--- src/rtl/compute_r_bins_bin_quantizer.sv ---
// Offset/round/shift/clamp stage turning rho*coord products into r-bin indices.
// Optional build macro COMPUTE_R_BINS_QUANT_OOR_DROP_EN discards clamped samples at S2.
module compute_r_bins_bin_quantizer #(
  parameter int                       PROD_W     = 35,
  parameter int                       SHIFT      = 20,
  parameter logic signed [PROD_W-1:0] BIN_OFFSET = '0,
  parameter int                       NUM_BINS   = 64,
  parameter int                       BIN_W      = 6,
  parameter int                       TAG_W      = 8,
  parameter int                       CNT_W      = 16
) (
  input  logic              clk,
  input  logic              reset,
  input  logic              in_valid,
  output logic              in_ready,
  input  logic [PROD_W-1:0] in_prod,
  input  logic [TAG_W-1:0]  in_tag,
  output logic              out_valid,
  input  logic              out_ready,
  output logic [BIN_W-1:0]  out_bin,
  output logic [TAG_W-1:0]  out_tag,
  output logic              out_clamped,
  output logic [CNT_W-1:0]  oor_count
);

  localparam int SUM_W = PROD_W + 2;
  localparam logic signed [SUM_W-1:0] ROUND   = {{(SUM_W-1){1'b0}}, 1'b1} << (SHIFT - 1);
  localparam logic signed [SUM_W-1:0] MAX_IDX = SUM_W'(NUM_BINS - 1);

`ifdef COMPUTE_R_BINS_QUANT_OOR_DROP_EN
  localparam logic DROP_EN = 1'b1;
`else
  localparam logic DROP_EN = 1'b0;
`endif

  logic                    r_s1_valid;
  logic signed [SUM_W-1:0] r_s1_sum;
  logic [TAG_W-1:0]        r_s1_tag;

  logic                    r_s2_valid;
  logic [BIN_W-1:0]        r_s2_bin;
  logic [TAG_W-1:0]        r_s2_tag;
  logic                    r_s2_clamped;

  logic                    r_out_valid;
  logic [BIN_W-1:0]        r_out_bin;
  logic [TAG_W-1:0]        r_out_tag;
  logic                    r_out_clamped;
  logic [CNT_W-1:0]        r_oor;

  logic                    w_in_fire;
  logic                    w_out_free;
  logic                    w_s2_leave;
  logic                    w_s2_free;
  logic                    w_s1_adv;
  logic                    w_out_load;
  logic signed [SUM_W-1:0] w_sum;
  logic signed [SUM_W-1:0] w_idx;
  logic                    w_lo;
  logic                    w_hi;
  logic [BIN_W-1:0]        w_bin;

  // Handshake chain: readiness ripples back from OUT, never depends on in_valid.
  assign w_out_free = !r_out_valid || out_ready;
  assign w_s2_leave = r_s2_valid && (w_out_free || (DROP_EN && r_s2_clamped));
  assign w_s2_free  = !r_s2_valid || w_s2_leave;
  assign w_s1_adv   = r_s1_valid && w_s2_free;
  assign w_out_load = r_s2_valid && w_out_free && !(DROP_EN && r_s2_clamped);
  assign in_ready   = !r_s1_valid || w_s2_free;
  assign w_in_fire  = in_valid && in_ready;

  assign w_sum = {{2{in_prod[PROD_W-1]}}, in_prod}
               + {{2{BIN_OFFSET[PROD_W-1]}}, BIN_OFFSET}
               + ROUND;

  assign w_idx = r_s1_sum >>> SHIFT;
  assign w_lo  = w_idx[SUM_W-1];
  assign w_hi  = !w_lo && (w_idx > MAX_IDX);

  always_comb begin
    w_bin = w_idx[BIN_W-1:0];
    if (w_lo)      w_bin = '0;
    else if (w_hi) w_bin = BIN_W'(NUM_BINS - 1);
  end

  always_ff @(posedge clk) begin
    if (reset) begin
      r_s1_valid    <= 1'b0;
      r_s1_sum      <= '0;
      r_s1_tag      <= '0;
      r_s2_valid    <= 1'b0;
      r_s2_bin      <= '0;
      r_s2_tag      <= '0;
      r_s2_clamped  <= 1'b0;
      r_out_valid   <= 1'b0;
      r_out_bin     <= '0;
      r_out_tag     <= '0;
      r_out_clamped <= 1'b0;
      r_oor         <= '0;
    end else begin
      r_s1_valid <= w_in_fire || (r_s1_valid && !w_s1_adv);
      if (w_in_fire) begin
        r_s1_sum <= w_sum;
        r_s1_tag <= in_tag;
      end

      r_s2_valid <= w_s1_adv || (r_s2_valid && !w_s2_leave);
      if (w_s1_adv) begin
        r_s2_bin     <= w_bin;
        r_s2_tag     <= r_s1_tag;
        r_s2_clamped <= w_lo || w_hi;
      end

      r_out_valid <= w_out_load || (r_out_valid && !out_ready);
      if (w_out_load) begin
        r_out_bin     <= r_s2_bin;
        r_out_tag     <= r_s2_tag;
        r_out_clamped <= r_s2_clamped;
      end

      if (w_s2_leave && r_s2_clamped && (r_oor != '1))
        r_oor <= r_oor + CNT_W'(1);
    end
  end

  assign out_valid   = r_out_valid;
  assign out_bin     = r_out_bin;
  assign out_tag     = r_out_tag;
  assign out_clamped = r_out_clamped && !DROP_EN;
  assign oor_count   = r_oor;

endmodule
--- config.mk ---
export PLATFORM = sky130hd
export DESIGN_NAME = compute_r_bins_bin_quantizer
export DESIGN_NICKNAME = d
export VERILOG_FILES = /design/src/rtl/compute_r_bins_bin_quantizer.sv
export SDC_FILE = /design/constraint.sdc
export NUM_CORES = 1
export LEC_CHECK = 0
export CORE_AREA = 2 2 73 75
export CTS_BUF_LIST = sky130_fd_sc_hd__clkbuf_2 sky130_fd_sc_hd__clkbuf_4 sky130_fd_sc_hd__clkbuf_8
export CTS_CLUSTER_SIZE = 40
export DETAILED_ROUTE_END_ITERATION = 10
export DIE_AREA = 0 0 75 77
export DONT_BUFFER_PORTS = 1
export GPL_TIMING_DRIVEN = 0
export PLACE_DENSITY = 0.9
export SLEW_MARGIN = 15
export SYNTH_ARGS = -nofsm -noshare
export SYNTH_HDL_FRONTEND = slang
export SYNTH_SLANG_ARGS = --single-unit
--- constraint.sdc ---
create_clock -name clk -period 2.1 [get_ports clk]
set_input_delay 0.525 -clock clk [delete_from_list [all_inputs] [get_ports clk]]
set_output_delay 0.525 -clock clk [all_outputs]
set_load 0.02 [all_outputs]
==> flow_summary_export.csv <==
group,metric,value,unit
floorplan,io_pins,80,
layout,area_growth,9.44,%
logic_synthesis,yosysWarnings,0,
logic_synthesis,synth_async_sr_flop_share,0,%
logic_synthesis,ys_seq_elements,73,
grt,grt_pass1_vias,2605,
sta,period_needed,1970,ps
worst_setup_path,cp.required,2350,ps
floorplan,placementRows,26,
place,placedCellCount,454,
routing,via_count,2779,
worst_setup_path,crit_arrival,2220,ps
sta,max_freq,508,MHz
routing,wl_per_cell,14.8,um
layout,area.sequential,0.00146,mm2
power_and_ir_drop,power-per-cell-area,797,mW/mm2
logic_synthesis,synth_common_cells,"dfxtp_1, nand2_1, a21oi_1",
logic_synthesis,yosysTopAreaCell,"dfxtp_1",
cts,clkTransAtPathRegs,80,ps
worst_setup_path,cp_max_fo,10,
worst_setup_path,reg2reg_from,"out_valid$_SDFF_PP0_",
layout,nets,445,
sta,tightest_slew,618,ps
worst_setup_path,cpLargestDelayFamily,"simple AND/OR/NAND/NOR gates",
sta,hold_violations,0,
logic_synthesis,syn-num-nets,433,
cts,clock-sinks,73,
worst_setup_path,ff2ff_setup_slack,130,ps
sta,setup_slack,133,ps
sta,finalSetupTns,0,ps
logic_synthesis,synth_seq_area_share,46.3,%
logic_synthesis,synth_ff_type,"dfxtp_1",
logic_synthesis,syn_area,0.00315,mm2
floorplan,fp.dieH,77,um
routing,route.detailed.drc,0,
worst_setup_path,path_cells,"nand4b_1, and2_1, buf_2, buf_2, a211oi_1",
cts,clockBufferDepth,2,
logic_synthesis,synth_cell_types,43,
routing,routed_wl,6950,um
grt,grt_pass1_wl,11400,um
worst_setup_path,cp_common_cell,"buf_2",
floorplan,dieArea,0.00578,mm2
grt,grt_overflow_total,0,
logic_synthesis,synth_area_per_cell,8.21,um2
layout,n_fill_cell,407,
run_status,outcome,"complete, no violations",
cts,cts_buffers,9,
layout,multi_input_area,0.00158,mm2
routing,ant_nets,0,
sta,fin_crit_sh,93.7,%
hold_path,whs_endpoint,"r_s1_valid$_SDFF_PP0_",
cts,cts_tree,"built",
logic_synthesis,synthCells,384,
sta,grt_setup_unrepaired,"false",
cts,clockRootBuffer,"clkbuf_8",
run,drv_cap,0,
sta,finClkSkew,8.47,ps
layout,final_cells,470,
hold_path,hp-class,"primary input to flop",
hold_path,min_from,"in_valid",
place,dpl.hpwl,5100,um
grt,grt_use_total,25.0,%
cts,insertion_delay,340,ps
place,numPortBuffers,0,
place,gp_congestion,0.839,
power_and_ir_drop,p_int,2100,uW
worst_setup_path,r2r-end,"r_s1_sum[25]$_SDFFE_PP0P_",
power_and_ir_drop,ir_drop,0.000505,V
floorplan,core,0.00498,mm2
layout,diodes,0,
hold_path,holdPathStages,2,
cts,htree_levels,3,
grt,grt_max_degree,13,
floorplan,start_util,63.4,%
worst_setup_path,cp_num_buf_inv,2,
power_and_ir_drop,clock_power_share,40.6,%
routing,dr.pass1.iters,7,
power_and_ir_drop,p_switching,645,uW
sta,slew_viol_final,0,
worst_setup_path,crit_path_max_incr_delay,510,ps
power_and_ir_drop,sw_frac_of_total,23.4,%
worst_setup_path,cp-end-kind,"flop",
sta,relSlewSlack,58.7,%
place,place_area,0.00324,mm2
logic_synthesis,synth_edf_count,0,
logic_synthesis,synthTopCellsByArea,"dfxtp_1, nand2_1, a21oi_1, a211oi_1, nor2_1",
worst_setup_path,r2r_cells,5,
worst_setup_path,start_kind,"flop",
layout,drive_gt1_share,7.75,%
cts,post-cts-setup-buffers,0,
routing,vias_per_cell,5.91,
worst_setup_path,path_class,"flop to flop",
floorplan,die-width,75,um
power_and_ir_drop,comb_power_share,6.0,%
power_and_ir_drop,p_leak,0.00117,uW
place,dpl_worst_slack,23.8,ps
cts,cts_hold_buf,0,
power_and_ir_drop,seqPwrFrac,53.4,%
logic_synthesis,synth_top_area_share,46.3,%
worst_setup_path,worst_path_max_delay_cell,"dfxtp_1",
grt,antenna_found_initial,0,
layout,fin_area,0.00345,mm2
sta,setup_viol_count_final,0,
routing,dr.first_iter.drc_count,216,
cts,ctsResizeCount,0,
==> cell type report <==
cell class / count / area share [%]
buffer: 19 / 2.61
clock buffer: 11 / 4.39
clock inverter: 4 / 1.49
inverter: 6 / 0.652
multi-input combinational: 286 / 45.8
sequential: 73 / 42.3
tap: 70 / 2.54
timing repair buffer: 1 / 0.217
==> worst reg2reg max path: stages, from the launching register on <==
cell and delay (ps):
dfxtp_1 510, nand4b_1 440, and2_1 340, buf_2 170
buf_2 200, a211oi_1 220
==> cell usage in the layout, fill, tap and decap left out, types with 9 or more instances in the layout <==
cell type   n
nand2_1    73
dfxtp_1    73
a21oi_1    48
nor2_1     30
a211oi_1   15
nand3_1    12
o21ai_0    12
nand4_1    11
clkbuf_8   11
xnor2_1    10
clkbuf_1    9
nor3_1      9
==> power groups by stage <==
stage / clock [uW] / sequential (uW) / combinational, uW
2_1_floorplan: 0 / 1490 / 131
3_3_place_gp: 0 / 1500 / 157
3_5_place_dp: 0 / 1500 / 164
4_1_cts: 1130 / 1470 / 166
5_1_grt: 1190 / 1470 / 188
6_report: 1120 / 1470 / 166
==> layer usage <==
layer  wire length, um  vias up  GRT usage [%]
met5                 0        -              0
met4                70        0           9.11
met3               501        9           10.2
met2              3370       96           39.2
met1              3010     1293           30.5
li1                  -     1381              -
==> kinds of logic (layout without fill, tap and decap cells) <==
| group | count (synthesis) | after routing | share of synthesized area, % |
|---|---|---|---|
| AOI/OAI and AO/OA | 89 | 89 | 16.6 |
| xor gates and xnor gates | 13 | 13 | 3.61 |
| adders and majority gates | 2 | 2 | 0.793 |
| buffers and inverters | 25 | 41 | 3.57 |
| DFF | 73 | 73 | 46.3 |
| muxes | 2 | 2 | 0.714 |
| and+or+nand+nor | 180 | 180 | 28.4 |
==> worst max-delay path by stage <==
stage | endpoint | cells past startpoint | from
floorplan | oor_count[1]$_SDFFE_PP0P_ | 6 | oor_count[0]$_SDFFE_PP0P_
global placement | oor_count[1]$_SDFFE_PP0P_ | 6 | oor_count[1]$_SDFFE_PP0P_
detailed placement | oor_count[1]$_SDFFE_PP0P_ | 6 | oor_count[1]$_SDFFE_PP0P_
CTS | oor_count[1]$_SDFFE_PP0P_ | 6 | oor_count[1]$_SDFFE_PP0P_
global route | r_s1_sum[32]$_SDFFE_PP0P_ | 5 | out_valid$_SDFF_PP0_
finish | r_s1_sum[25]$_SDFFE_PP0P_ | 5 | out_valid$_SDFF_PP0_
==> registers in the layout (all words and copies together), names as in the netlist, 6 cells and up <==
signal,count
r_s1_tag,8
r_s1_sum,16
r_s2_tag,8
out_bin,6
out_tag,8
r_s2_bin,6
oor_count,16
==> per-stage QoR <==
step                      power, uW  hold WS (ps)  util [%]
final                          2750           306      69.4
after global placement         1660           445      65.1
after detailed placement       1660           447      65.1
after floorplan                1620           432         -
after CTS                      2760           290      69.2
after global routing           2850           302      69.4
Note: power is estimated with default switching activity, not from simulation.
